## config.mk

```make
export PLATFORM = sky130hd
export DESIGN_NAME = vga_sync
export DESIGN_NICKNAME = d
export VERILOG_FILES = /design/src/rtl/vga_pkg.sv /design/src/rtl/vga_axis.sv /design/src/rtl/vga_sync.sv
export SDC_FILE = /design/constraint.sdc
export NUM_CORES = 1
export LEC_CHECK = 0
export CORE_UTILIZATION = 50
export CTS_BUF_LIST = sky130_fd_sc_hd__clkbuf_16
export DETAILED_ROUTE_END_ITERATION = 8
export GPL_ROUTABILITY_DRIVEN = 1
export GPL_TIMING_DRIVEN = 0
export PLACE_DENSITY = 0.73
export SYNTH_ARGS = -nofsm -noshare
export SYNTH_HDL_FRONTEND = slang
export SYNTH_SLANG_ARGS = --single-unit
export TNS_END_PERCENT = 10
```

## constraint.sdc

```tcl
create_clock -name clk -period 6.1 [get_ports clk]
set_input_delay 1.22 -clock clk [delete_from_list [all_inputs] [get_ports clk]]
set_output_delay 1.22 -clock clk [all_outputs]
set_load 0.01 [all_outputs]
```

## src/rtl/vga_pkg.sv

```systemverilog
// Shared raster timing constants and phase type for the VGA sync generator.
// Defaults describe 640x480@60 with a 10-bit counter per axis.
package vga_pkg;

  localparam int CNT_W   = 10;
  localparam int CNT_MAX = 1 << CNT_W;

  localparam int DEF_CLK_DIV   = 2;
  localparam int DEF_H_VISIBLE = 640;
  localparam int DEF_H_FRONT   = 16;
  localparam int DEF_H_SYNC    = 96;
  localparam int DEF_H_BACK    = 48;
  localparam int DEF_V_VISIBLE = 480;
  localparam int DEF_V_FRONT   = 10;
  localparam int DEF_V_SYNC    = 2;
  localparam int DEF_V_BACK    = 33;

  localparam int H_TOTAL = DEF_H_VISIBLE + DEF_H_FRONT + DEF_H_SYNC + DEF_H_BACK;
  localparam int V_TOTAL = DEF_V_VISIBLE + DEF_V_FRONT + DEF_V_SYNC + DEF_V_BACK;

  typedef enum logic [1:0] {
    PH_VIS,
    PH_FRONT,
    PH_SYNC,
    PH_BACK
  } phase_e;

  function automatic int axis_total(input int visible, input int front,
                                    input int sync, input int back);
    return visible + front + sync + back;
  endfunction

endpackage

```

## src/rtl/vga_axis.sv

```systemverilog
// One raster axis: a wrapping position counter plus its VIS/FRONT/SYNC/BACK phase.
// The phase register tracks the counter so downstream logic never decodes ranges.
module vga_axis
  import vga_pkg::*;
#(
  parameter int VISIBLE = DEF_H_VISIBLE,
  parameter int FRONT   = DEF_H_FRONT,
  parameter int SYNC    = DEF_H_SYNC,
  parameter int BACK    = DEF_H_BACK
) (
  input  logic             clk,
  input  logic             rst,
  input  logic             step,
  output logic [CNT_W-1:0] cnt,
  output phase_e           phase,
  output logic             wrap
);

  localparam int TOTAL = axis_total(VISIBLE, FRONT, SYNC, BACK);

  localparam logic [CNT_W-1:0] LAST        = CNT_W'(TOTAL - 1);
  localparam logic [CNT_W-1:0] FRONT_START = CNT_W'(VISIBLE);
  localparam logic [CNT_W-1:0] SYNC_START  = CNT_W'(VISIBLE + FRONT);
  localparam logic [CNT_W-1:0] BACK_START  = CNT_W'(VISIBLE + FRONT + SYNC);

  // Every phase must be at least one unit long or the phase walk skips a state.
  if (VISIBLE < 1 || FRONT < 1 || SYNC < 1 || BACK < 1) begin : g_phase_check
    $error("vga_axis: every phase length must be at least 1");
  end
  if (TOTAL > CNT_MAX) begin : g_total_check
    $error("vga_axis: axis total exceeds counter range");
  end

  logic [CNT_W-1:0] cnt_q, cnt_d;
  phase_e           phase_q, phase_d;

  assign wrap = (cnt_q == LAST);

  // NOTE: every signal assigned in always_comb gets a default first, so no latch can be inferred.
  always_comb begin
    cnt_d   = cnt_q;
    phase_d = phase_q;
    if (step) begin
      cnt_d = wrap ? '0 : cnt_q + 1'b1;
      unique case (phase_q)
        PH_VIS:   if (cnt_d == FRONT_START) phase_d = PH_FRONT;
        PH_FRONT: if (cnt_d == SYNC_START)  phase_d = PH_SYNC;
        PH_SYNC:  if (cnt_d == BACK_START)  phase_d = PH_BACK;
        PH_BACK:  if (wrap)                 phase_d = PH_VIS;
      endcase
    end
  end

  // NOTE: state registers use non-blocking assignments so all flops update from pre-edge values.
  always_ff @(posedge clk or posedge rst) begin
    if (rst) begin
      cnt_q   <= '0;
      phase_q <= PH_VIS;
    end else begin
      cnt_q   <= cnt_d;
      phase_q <= phase_d;
    end
  end

  assign cnt   = cnt_q;
  assign phase = phase_q;

endmodule

```

## src/rtl/vga_sync.sv

```systemverilog
// VGA raster timing: pixel-enable divider, H/V counters, and a one-pixel output
// pipeline that keeps pix, hsync and vsync aligned, plus a start-of-vblank tick.
module vga_sync
  import vga_pkg::*;
#(
  parameter int CLK_DIV   = DEF_CLK_DIV,
  parameter int H_VISIBLE = DEF_H_VISIBLE,
  parameter int H_FRONT   = DEF_H_FRONT,
  parameter int H_SYNC    = DEF_H_SYNC,
  parameter int H_BACK    = DEF_H_BACK,
  parameter int V_VISIBLE = DEF_V_VISIBLE,
  parameter int V_FRONT   = DEF_V_FRONT,
  parameter int V_SYNC    = DEF_V_SYNC,
  parameter int V_BACK    = DEF_V_BACK
) (
  input  logic             clk,
  input  logic             rst,
  input  logic             draw,
  output logic [CNT_W-1:0] hcnt,
  output logic [CNT_W-1:0] vcnt,
  output logic             pix_en,
  output logic             pix,
  output logic             hsync,
  output logic             vsync,
  output logic             frame_tick
);

  localparam int H_TOT = axis_total(H_VISIBLE, H_FRONT, H_SYNC, H_BACK);
  localparam int V_TOT = axis_total(V_VISIBLE, V_FRONT, V_SYNC, V_BACK);
  localparam int DIV_W = 4;

  localparam logic [DIV_W-1:0] DIV_LAST  = DIV_W'(CLK_DIV - 1);
  localparam logic [CNT_W-1:0] V_LAST_VIS = CNT_W'(V_VISIBLE - 1);

  if (H_TOT > CNT_MAX || V_TOT > CNT_MAX) begin : g_size_check
    $error("vga_sync: H or V total does not fit the 10-bit counters");
  end
  if (CLK_DIV < 1 || CLK_DIV > 16) begin : g_div_check
    $error("vga_sync: CLK_DIV must be within 1..16");
  end

  logic [DIV_W-1:0] div_q, div_d;
  logic             pix_en_q, pix_en_d;
  logic             pix_q, pix_d;
  logic             hsync_q, hsync_d;
  logic             vsync_q, vsync_d;
  logic             frame_tick_q, frame_tick_d;

  logic [CNT_W-1:0] h_cnt, v_cnt;
  phase_e           h_phase, v_phase;
  logic             h_wrap;
  logic             v_wrap_unused;
  logic             v_step;

  // pix_en is registered so it is low during reset even when CLK_DIV is 1.
  always_comb begin
    div_d    = (div_q == DIV_LAST) ? '0 : div_q + 1'b1;
    pix_en_d = (div_q == DIV_LAST);
  end

  assign v_step = pix_en_q && h_wrap;

  vga_axis #(
    .VISIBLE (H_VISIBLE),
    .FRONT   (H_FRONT),
    .SYNC    (H_SYNC),
    .BACK    (H_BACK)
  ) u_h_axis (
    .clk   (clk),
    .rst   (rst),
    .step  (pix_en_q),
    .cnt   (h_cnt),
    .phase (h_phase),
    .wrap  (h_wrap)
  );

  vga_axis #(
    .VISIBLE (V_VISIBLE),
    .FRONT   (V_FRONT),
    .SYNC    (V_SYNC),
    .BACK    (V_BACK)
  ) u_v_axis (
    .clk   (clk),
    .rst   (rst),
    .step  (v_step),
    .cnt   (v_cnt),
    .phase (v_phase),
    .wrap  (v_wrap_unused)
  );

  // Output stage samples the pre-advance position, so it lags the counters by one pixel.
  always_comb begin
    pix_d        = pix_q;
    hsync_d      = hsync_q;
    vsync_d      = vsync_q;
    frame_tick_d = v_step && (v_cnt == V_LAST_VIS);
    if (pix_en_q) begin
      pix_d   = draw && (h_phase == PH_VIS) && (v_phase == PH_VIS);
      hsync_d = (h_phase != PH_SYNC);
      vsync_d = (v_phase != PH_SYNC);
    end
  end

  always_ff @(posedge clk or posedge rst) begin
    if (rst) begin
      div_q        <= '0;
      pix_en_q     <= 1'b0;
      pix_q        <= 1'b0;
      hsync_q      <= 1'b1;
      vsync_q      <= 1'b1;
      frame_tick_q <= 1'b0;
    end else begin
      div_q        <= div_d;
      pix_en_q     <= pix_en_d;
      pix_q        <= pix_d;
      hsync_q      <= hsync_d;
      vsync_q      <= vsync_d;
      frame_tick_q <= frame_tick_d;
    end
  end

  assign hcnt       = h_cnt;
  assign vcnt       = v_cnt;
  assign pix_en     = pix_en_q;
  assign pix        = pix_q;
  assign hsync      = hsync_q;
  assign vsync      = vsync_q;
  assign frame_tick = frame_tick_q;

endmodule

```

# [Yosys cells after proc, flatten, opt, wreduce, memory -nomap -nowiden]
# Cells that the tools add are included.
[classes] add_sub_neg=3 eq_ne=26 mux=13 n_reduce_logical=8
[op_table] cell="10-bit == test (second input constant)" n=5
[op_table] cell="10-bit by 9-bit == test with 1-bit output (second input constant)" n=4
[op_table] cell="10-bit by 1-bit adder with 10-bit output (second input constant)" n=2
[op_table] cell="10-bit 2-to-1 mux" n=2
[op_table] cell="2-bit 2-to-1 mux" n=8
[op_table] cell="2-bit one-hot mux with 4 select lines" n=2
[op_table] cell="2-bit by 1-bit != test with 1-bit output (second input constant)" n=7
[op_table] cell="5-bit AND reduction" n=2
[op_table] cell="2-bit == test (second input constant)" n=4
[op_table] cell="2-bit != test (second input constant)" n=3
[op_table] cell="4-bit by 1-bit adder with 4-bit output (second input constant)" n=1
[op_table] cell="2-bit by 1-bit == test with 1-bit output (second input constant)" n=2
[op_table] cell="4-bit by 1-bit == test with 1-bit output (second input constant)" n=1
[op_table] cell="1-bit logical AND" n=4
[op_table] cell="2-bit logical NOT" n=2
[op_table] cell="4-bit 2-to-1 mux" n=1
[totals] reg_bits=33 input_bits=3 elab_cells=60

# [Logic depth before layout (Yosys ltp)]
# Gate-level depths: netlist of run 1.
[depth] ltp_word=5 ltp_mapped=10 ltp_nobuf=8

# [By module]
# Synthesis of run 1 repeated with hierarchy kept, for this count alone.
[hier_totals] cells_unflattened=222 hier_area_um2=2125.8
[by_module_without_submodules] mod="vga_axis at u_h_axis" n_inst=1 cells_each=95 area_each_um2=869.6 seq_area_each_um2=300.3
[by_module_without_submodules] mod="vga_axis at u_v_axis" n_inst=1 cells_each=93 area_each_um2=868.3 seq_area_each_um2=300.3
[by_module_without_submodules] mod="vga_sync" n_inst=1 cells_each=34 area_each_um2=387.9 seq_area_each_um2=227.7

# [Worst setup path after synthesis of run 1]
# OpenSTA, ideal clock, no wires.
[synth_path] path_kind="register to register" from="reg u_v_axis.cnt_q[0] (netlist: u_v_axis.cnt[0])" to="reg u_v_axis.phase_q[1] (netlist: u_v_axis.phase[1])" setup_time_ps=125 t_arrival_ps=2398 required_time_ps=5975 path_slack_ps=3577 path_stages_with_launch=11 n_path_buf=2 synth_period_minus_slack_ps=2523 path_cell_list="dfrtp_1 clkbuf_1 inv_1 ha_1 nand4_1 or4_1 buf_2 a21o_1 a221oi_2 o211ai_1 mux2_4"
[synth_between] elab_chain_cells=5 elab_cells_between_ends=11 classes_between="add/sub: 1; eq/ne: 8; mux: 1; reduce/logical: 1"
[synth_rtl] element="from (decl)" line="vga_axis.sv:34" rtl="logic [CNT_W-1:0] cnt_q, cnt_d;"
[synth_rtl] element="from (signal assigned)" line="vga_axis.sv:60" rtl="cnt_q <= cnt_d;"
[synth_rtl] element="10-bit by 1-bit adder with 10-bit output or 10-bit == test (tied branches)" line="vga_axis.sv:44, vga_axis.sv:37"
[synth_rtl] element="10-bit 2-to-1 mux" line="vga_axis.sv:44" rtl="cnt_d = wrap ? '0 : cnt_q + 1'b1;"
[synth_rtl] element="10-bit by 9-bit == test with 1-bit output (on tied branches)" line="vga_axis.sv:48, vga_axis.sv:46, vga_axis.sv:47"
[synth_rtl] element="2-bit by 1-bit != test with 1-bit output (no line)"
[synth_rtl] element="5-bit AND reduction (no line) (*)"
[synth_rtl] element="to (signal assigned)" line="vga_axis.sv:61" rtl="phase_q <= phase_d;"
[synth_rtl] element="to (decl)" line="vga_axis.sv:35" rtl="phase_e phase_q, phase_d;"
# Mark *: on every way between the ends. The rest lies on a longest branch, timed or not.
# A chain may end at the register's enable or synchronous reset.

# [Worst setup path in the final report of run 1]
[layout_path] from="reg u_h_axis.cnt_q[0] (netlist: u_h_axis.cnt[0])" to="reg u_v_axis.phase_q[1] (netlist: u_v_axis.phase[1])"
[layout_between] elab_chain_cells=3
[layout_rtl] element="from (decl)" line="vga_axis.sv:34"
[layout_rtl] element="from (signal assigned)" line="vga_axis.sv:60"
[layout_rtl] element="10-bit == test" line="vga_axis.sv:37" rtl="assign wrap = (cnt_q == LAST);"
[layout_rtl] element="1-bit logical AND" line="vga_sync.sv:61" rtl="assign v_step = pix_en_q && h_wrap;"
[layout_rtl] element="5-bit AND reduction (no line)"
# Every way passes these cells.

==> out/qor.tcl, run 1 <==
set qor(synth-seq-cells) 33
set qor(synthFlopType) {sky130_fd_sc_hd__dfrtp_1}
set qor(floorplan.die.width_um) 68.0
set qor(die_height_um) 68.0
set qor(netlist_area_um2) 2180
set qor(post_synth.cell_area_avg_um2) 8.84
set qor(antenna_violating_nets_post_route) 0
set qor(detailedPlace.worstSlack_ps) 3320
set qor(worst_slew_pin_slew_ps) 700
set qor(hold_viol) 0
set qor(synth-edff-count) 0
set qor(antenna_found_initial) 0
set qor(drc) 0
set qor(first_global_vias) 1703
set qor(critical_path.endpoint_type) {flip-flop}
set qor(drt_wl_total_mm) 4.92
set qor(areaGrowthSynthToFinish_pct) 22.9
set qor(post-synth-top-count-cell) {sky130_fd_sc_hd__dfrtp_1}
set qor(fin_setup_tns_ps) 0
set qor(clk-insertion-delay-late_ps) 280
set qor(finalSetupViolations) 0
set qor(synth.lib_cells_used.distinct) 51
set qor(port_buffers) 27
set qor(timing.setup.critical_path_class) {reg2reg}
set qor(cts.htree.levels) 2
set qor(ios) 28
set qor(synth_top_cell_by_area) {sky130_fd_sc_hd__dfrtp_1}
set qor(timing.final.max_slew_violations) 0
set qor(clkSlewWorstSetupHoldPaths_ps) 50
set qor(min_path_type) {reg2reg}
set qor(final_gp_congestion) 0.832
set qor(via_count) 1919
set qor(final_net_count) 295
set qor(ctsHoldBuffers) 0
set qor(rsz0062_at_grt) {no}
set qor(slew-limit-headroom_pct) 53.3
set qor(synth_cells) 246
set qor(status) {complete, no violations}
set qor(drt-initial-drc-count) 156
set qor(synth_sequential_area_ratio_pct) 38.1
set qor(clkSinkCount) 33
set qor(start_util_pct) 53.2
set qor(drt-pass1-iter-count) 4
set qor(worst_slack_ps) 3310
set qor(drive_above_1_share_pct) 6.05
set qor(nFillCells) 362
set qor(timing.final.crit_share_pct) 45.7
set qor(globalRouteOverflowTotal) 0
set qor(tritoncts) {yes}
set qor(synth_top_area_share_pct) 35.7
set qor(comb_power_share_pct) 1.3
set qor(vdd_drop_max_uv) 129
set qor(route.detailed.vias_per_inst) 5.80
set qor(max_cap_violations) 0
set qor(die-area_um2) 4620
set qor(cp_max_fo) 9
set qor(p_seq_share_pct) 43.0
set qor(worst_clock_skew_ps) 3.23
set qor(clock_period_minus_final_worst_setup_slack_ps) 2790
set qor(tritoncts.num_buffers) 5
set qor(cell_internal_pwr_mw) 0.412
set qor(cts.repair_timing.setup_buffer_count) 0
set qor(p_sw_share_pct) 19.3
set qor(cts-root-to-sink-buffers) 2
set qor(antenna-diode-count) 0
set qor(grt_max_degree) 34
set qor(power_leakage_nw) 1.08
set qor(start_kind) {flip-flop}
set qor(net-switching-power_mw) 0.0986
set qor(post-dp-hpwl_mm) 3.39
set qor(max_freq_ghz) 0.359
set qor(p_per_area_nw_per_um2) 191
set qor(cts.root.buffer_cell) {sky130_fd_sc_hd__clkbuf_16}
set qor(core_um2) 4090
set qor(grt_first_pass_wirelength_mm) 7.97
set qor(power.share.clock_pct) 55.7
set qor(std_cell_rows) 23
set qor(dominant_cells_by_area_after_synthesis) {sky130_fd_sc_hd__dfrtp_1, sky130_fd_sc_hd__ha_1, sky130_fd_sc_hd__o21ai_0, sky130_fd_sc_hd__xnor2_1, sky130_fd_sc_hd__nand2_1}
set qor(synth_nets) 261
set qor(synth.top_cells.by_count) {sky130_fd_sc_hd__dfrtp_1, sky130_fd_sc_hd__nand2_1, sky130_fd_sc_hd__o21ai_0}
set qor(cts_resized) 0
set qor(global_route.usage.total_pct) 23.2
set qor(worstPathArrival_ps) 2950
set qor(worst-endpoint-required_ps) 6260
set qor(synthesis.yosys.warnings) 0
set qor(post_drt_wl_per_cell_um) 14.9
set qor(async_reset_ff_share_pct) 100
[per-layer routing]
metal | track usage (%) | part of all wire (%) | wire, um
met1 | 32.1 | 50 | 2450
met2 | 35.5 | 46 | 2250
met3 | 5.00 | 3.3 | 160
met4 | 7.81 | 1.3 | 62
met5 | 0 | 0 | 0
[kinds of logic after synthesis]
logic type,synth area share [%]
compound gates,17.3
xor+xnor,5.23
fa+ha+maj,6.90
buf+inv,4.95
flops,38.1
mux,3.57
simple gates,24.0
[cells in the final DEF, fill, tap and decap left out, types with 3 or more instances in the layout]
cell	instances
sky130_fd_sc_hd__dfrtp_1	31
sky130_fd_sc_hd__clkdlybuf4s50_1	27
sky130_fd_sc_hd__nand2_1	21
sky130_fd_sc_hd__o21ai_0	19
sky130_fd_sc_hd__nor2_1	16
sky130_fd_sc_hd__nand3_1	13
sky130_fd_sc_hd__inv_1	13
sky130_fd_sc_hd__ha_1	12
sky130_fd_sc_hd__clkbuf_1	11
sky130_fd_sc_hd__xnor2_1	10
sky130_fd_sc_hd__nand2b_1	8
sky130_fd_sc_hd__nand4_1	7
sky130_fd_sc_hd__nor3_1	7
sky130_fd_sc_hd__a21oi_1	7
sky130_fd_sc_hd__and3_1	5
sky130_fd_sc_hd__or3_1	5
sky130_fd_sc_hd__clkbuf_16	5
sky130_fd_sc_hd__mux2i_1	4
sky130_fd_sc_hd__o2111ai_1	4
sky130_fd_sc_hd__xor2_1	3
sky130_fd_sc_hd__and3b_1	3
sky130_fd_sc_hd__a211oi_1	3
[power by group through the flow]
| stage | Sequential (mW) | Clock, mW | Combinational [mW] |
|---|---|---|---|
| final | 0.220 | 0.285 | 0.00668 |
| after global routing | 0.220 | 0.301 | 0.00803 |
| after CTS | 0.220 | 0.289 | 0.00708 |
| after detailed placement | 0.223 | 0 | 0.00711 |
| after global placement | 0.223 | 0 | 0.00699 |
| after floorplan | 0.224 | 0 | 0.00342 |
[flip-flops by register name, summed over array words and instances, names as in the netlist]
register and count:
u_h_axis.cnt 10, u_v_axis.cnt 10, div_q 4, u_h_axis.phase 2, u_v_axis.phase 2, frame_tick 1
hsync 1, pix 1, pix_en 1, vsync 1
[worst paths after layout]
check,start,to,slack [ps],cells after the start
min in group asynchronous,rst,u_v_axis.phase[1],1370,2
min reg2reg,vsync,vsync,470,2
max in group asynchronous,rst,u_v_axis.cnt[5],4280,2
max reg2reg,u_h_axis.cnt[0],u_v_axis.phase[1],3310,8
max,u_h_axis.cnt[0],u_v_axis.phase[1],3310,8
min,vsync,vsync,470,2
[layout make-up]
class / count / area [um^2] / share of cell area [%]
well taps: 50 / 62.6 / 2.34
repair buffers: 27 / 270 / 10.1
plain buffers: 14 / 55.1 / 2.06
multi-input cells: 185 / 1240 / 46.4
clock buffers: 5 / 125 / 4.68
flip-flops and latches: 33 / 828 / 31.0
clock inverters: 3 / 41.3 / 1.54
inverters: 14 / 52.6 / 1.96
[critical path: stages, from the launching register on]
cell and delay [ps]:
sky130_fd_sc_hd__dfrtp_1 470, sky130_fd_sc_hd__ha_1 310, sky130_fd_sc_hd__and4_1 230, sky130_fd_sc_hd__clkbuf_1 300
sky130_fd_sc_hd__nand4_1 340, sky130_fd_sc_hd__a21o_1 260, sky130_fd_sc_hd__a221oi_2 240, sky130_fd_sc_hd__o211ai_1 180
sky130_fd_sc_hd__mux2_4 340
[per-stage QoR]
| stage | util, % | cell area, um^2 | cells | power (mW) | hold slack [ps] |
|---|---|---|---|---|---|
| after floorplan | - | 2180 | 246 | 0.227 | 449 |
| after global placement | 61.4 | 2510 | 323 | 0.230 | 454 |
| after global routing | 65.5 | 2680 | 331 | 0.528 | 479 |
| final | 65.5 | 2680 | 331 | 0.511 | 467 |
| after detailed placement | 61.4 | 2510 | 323 | 0.231 | 454 |
| after CTS | 65.5 | 2680 | 331 | 0.516 | 470 |
No activity file was read; power rests on OpenSTA's default activity.
==> run 2, diff against run 1 <==
- clock period: 6.1 -> 2.7 ns (I/O delays scaled with it)
==> run 2 against run 1 <==
First-iteration DRC count down 5.8%. Worst setup slack worse by 3200 ps. Clock power up 130%. Clock skew about the same. Sequential power up 130%. Non-clock buffer count unchanged. Sequential share of layout area down 0.51 points. Hold slack about the same. Global-route usage up 0.18 points. Highest routed layer unchanged.
==> out/qor.tcl, run 2 (synthesis results as in run 1) <==
set qor(tritoncts) {yes}
set qor(max_cap_violations) 0
set qor(final_gp_congestion) 0.832
set qor(holdCritStartpoint) {vsync}
set qor(worst-endpoint-required_ps) 2860
set qor(cp_max_fo) 9
set qor(status) {complete, no violations}
set qor(drc) 0
set qor(globalRouteOverflowTotal) 0
set qor(tritoncts.num_buffers) 5
set qor(slew-limit-headroom_pct) 53.1
set qor(fin_setup_tns_ps) 0
set qor(antenna_violating_nets_post_route) 0
set qor(floorplan.die.width_um) 68.0
set qor(areaGrowthSynthToFinish_pct) 25.0
set qor(worst_r2r_path_depth) 10
set qor(antenna-diode-count) 0
set qor(post_drt_wl_per_cell_um) 15.3
set qor(core_um2) 4090
set qor(hold_viol) 0
set qor(ios) 28
set qor(drive_above_1_share_pct) 8.19
set qor(clkSlewWorstSetupHoldPaths_ps) 50
set qor(antenna_found_initial) 0
set qor(layout.cells.most_common_list) {sky130_fd_sc_hd__dfrtp_1, sky130_fd_sc_hd__clkdlybuf4s50_1, sky130_fd_sc_hd__nand2_1, sky130_fd_sc_hd__o21ai_0, sky130_fd_sc_hd__nor2_1}
set qor(power_leakage_nw) 1.10
set qor(port_buffers) 27
set qor(die-area_um2) 4620
set qor(cts.htree.levels) 2
set qor(vdd_drop_max_uv) 296
set qor(start_kind) {flip-flop}
set qor(drt-pass1-iter-count) 4
set qor(hold_path_depth) 2
set qor(timing.final.crit_share_pct) 94.8
set qor(start_util_pct) 53.2
set qor(drt-initial-drc-count) 147
set qor(clk-insertion-delay-late_ps) 280
set qor(timing.final.max_slew_violations) 0
set qor(clock_period_minus_final_worst_setup_slack_ps) 2560
set qor(post-dp-hpwl_mm) 3.39
set qor(grt_max_degree) 34
set qor(finalSetupViolations) 0
set qor(clkSinkCount) 33
set qor(drt_wl_total_mm) 5.05
set qor(max_freq_ghz) 0.391
set qor(timing.setup.critical_path_class) {reg2reg}
set qor(worstPathArrival_ps) 2720
set qor(first_global_vias) 1708
set qor(die_height_um) 68.0
set qor(critical_path.endpoint_type) {flip-flop}
set qor(r2r_slack_ps) 140
set qor(p_per_area_nw_per_um2) 426
set qor(min_path_type) {reg2reg}
set qor(final_common_cell) {sky130_fd_sc_hd__dfrtp_1}
set qor(global_route.usage.total_pct) 23.4
set qor(ctsHoldBuffers) 0
set qor(cts-root-to-sink-buffers) 2
set qor(worst_slew_pin_slew_ps) 702
set qor(grt_first_pass_wirelength_mm) 8.02
set qor(via_count) 1971
set qor(std_cell_rows) 23
set qor(final_net_count) 295
set qor(crit-reg2reg-launch) {u_v_axis.cnt[1]}
set qor(cts.root.buffer_cell) {sky130_fd_sc_hd__clkbuf_16}
set qor(route.detailed.vias_per_inst) 5.95
set qor(nFillCells) 364
set qor(design_power_total_mw) 1.16
set qor(worst_clock_skew_ps) 2.79
set qor(worstReg2RegEnd) {u_v_axis.phase[1]}
set qor(worstHoldEndpoint) {vsync}
==> run 2: cell count changes in the layout (fill, tap and decap cells not counted), sizes merged <==
cell	before	now
buf	3	7
clkbuf	16	12
==> run 2: timing repair <==
item	CTS	global route
pin swaps	1	0
endpoints found under the setup margin	1	3
gates resized for setup	1	13
setup buffers	1	1
gates cloned	0	0
==> run 2: worst max-delay path by stage <==
stage                         start                end  slack, ps  cells after the start
floorplan           u_v_axis.cnt[0]  u_v_axis.phase[1]        180                     10
global placement    u_h_axis.cnt[0]  u_v_axis.phase[1]         -4                      8
detailed placement  u_h_axis.cnt[0]  u_v_axis.phase[1]         -1                      8
CTS                 u_v_axis.cnt[1]  u_v_axis.phase[1]        0.2                     10
global route        u_v_axis.cnt[1]  u_v_axis.phase[1]         -2                     10
finish              u_v_axis.cnt[1]  u_v_axis.phase[1]        140                     10
==> run 2: worst max-delay path, stage by stage, from the launching register on <==
cell and delay, ps:
sky130_fd_sc_hd__dfrtp_1 380, sky130_fd_sc_hd__buf_2 190, sky130_fd_sc_hd__inv_1 70, sky130_fd_sc_hd__ha_1 140, sky130_fd_sc_hd__nand4_1 110, sky130_fd_sc_hd__or4_4 500, sky130_fd_sc_hd__buf_6 160, sky130_fd_sc_hd__a21o_1 200
sky130_fd_sc_hd__a221oi_4 200, sky130_fd_sc_hd__o211ai_1 160, sky130_fd_sc_hd__mux2_4 330
==> run 2: power breakdown <==
part | leakage [nW] | internal (mW) | total [mW] | switching [mW]
Sequential | 0.438 | 0.496 | 0.496 | 0.000454
Clock | 0.0775 | 0.432 | 0.648 | 0.217
Combinational | 0.585 | 0.00415 | 0.0151 | 0.0110
Total | 1.10 | 0.932 | 1.16 | 0.228
==> run 2: layout make-up <==
class / count / area, um^2 / share of cell area [%]
multi-input cells: 185 / 1260 / 46.4
flip-flops and latches: 33 / 828 / 30.5
repair buffers: 29 / 285 / 10.5
clock buffers: 5 / 125 / 4.60
plain buffers: 12 / 62.6 / 2.30
well taps: 50 / 62.6 / 2.30
inverters: 14 / 52.6 / 1.93
clock inverters: 3 / 41.3 / 1.52
==> run 2: through the flow <==
step / utilization (%) / instances / cell area (um^2) / hold WS (ps) / setup WS (ps)
2_1_floorplan: - / 246 / 2180 / 449 / 177
3_3_place_gp: 61.4 / 323 / 2510 / 454 / -4.06
3_5_place_dp: 61.4 / 323 / 2510 / 454 / -1.06
4_1_cts: 65.7 / 332 / 2680 / 470 / 0.172
5_1_grt: 66.6 / 331 / 2720 / 479 / -2.22
6_report: 66.6 / 331 / 2720 / 467 / 139
==> run 2: per-layer routing <==
metal / track usage (%) / wire length (um)
met5: 0 / 0
met3: 5.00 / 285
met4: 7.81 / 62
met2: 35.7 / 2410
met1: 32.5 / 2300
==> run 3, diff against run 2 <==
- HOLD_SLACK_MARGIN: not set -> 0.05
==> results of run 3 <==
The final DEF is identical to that of run 2; final timing and power are the same.
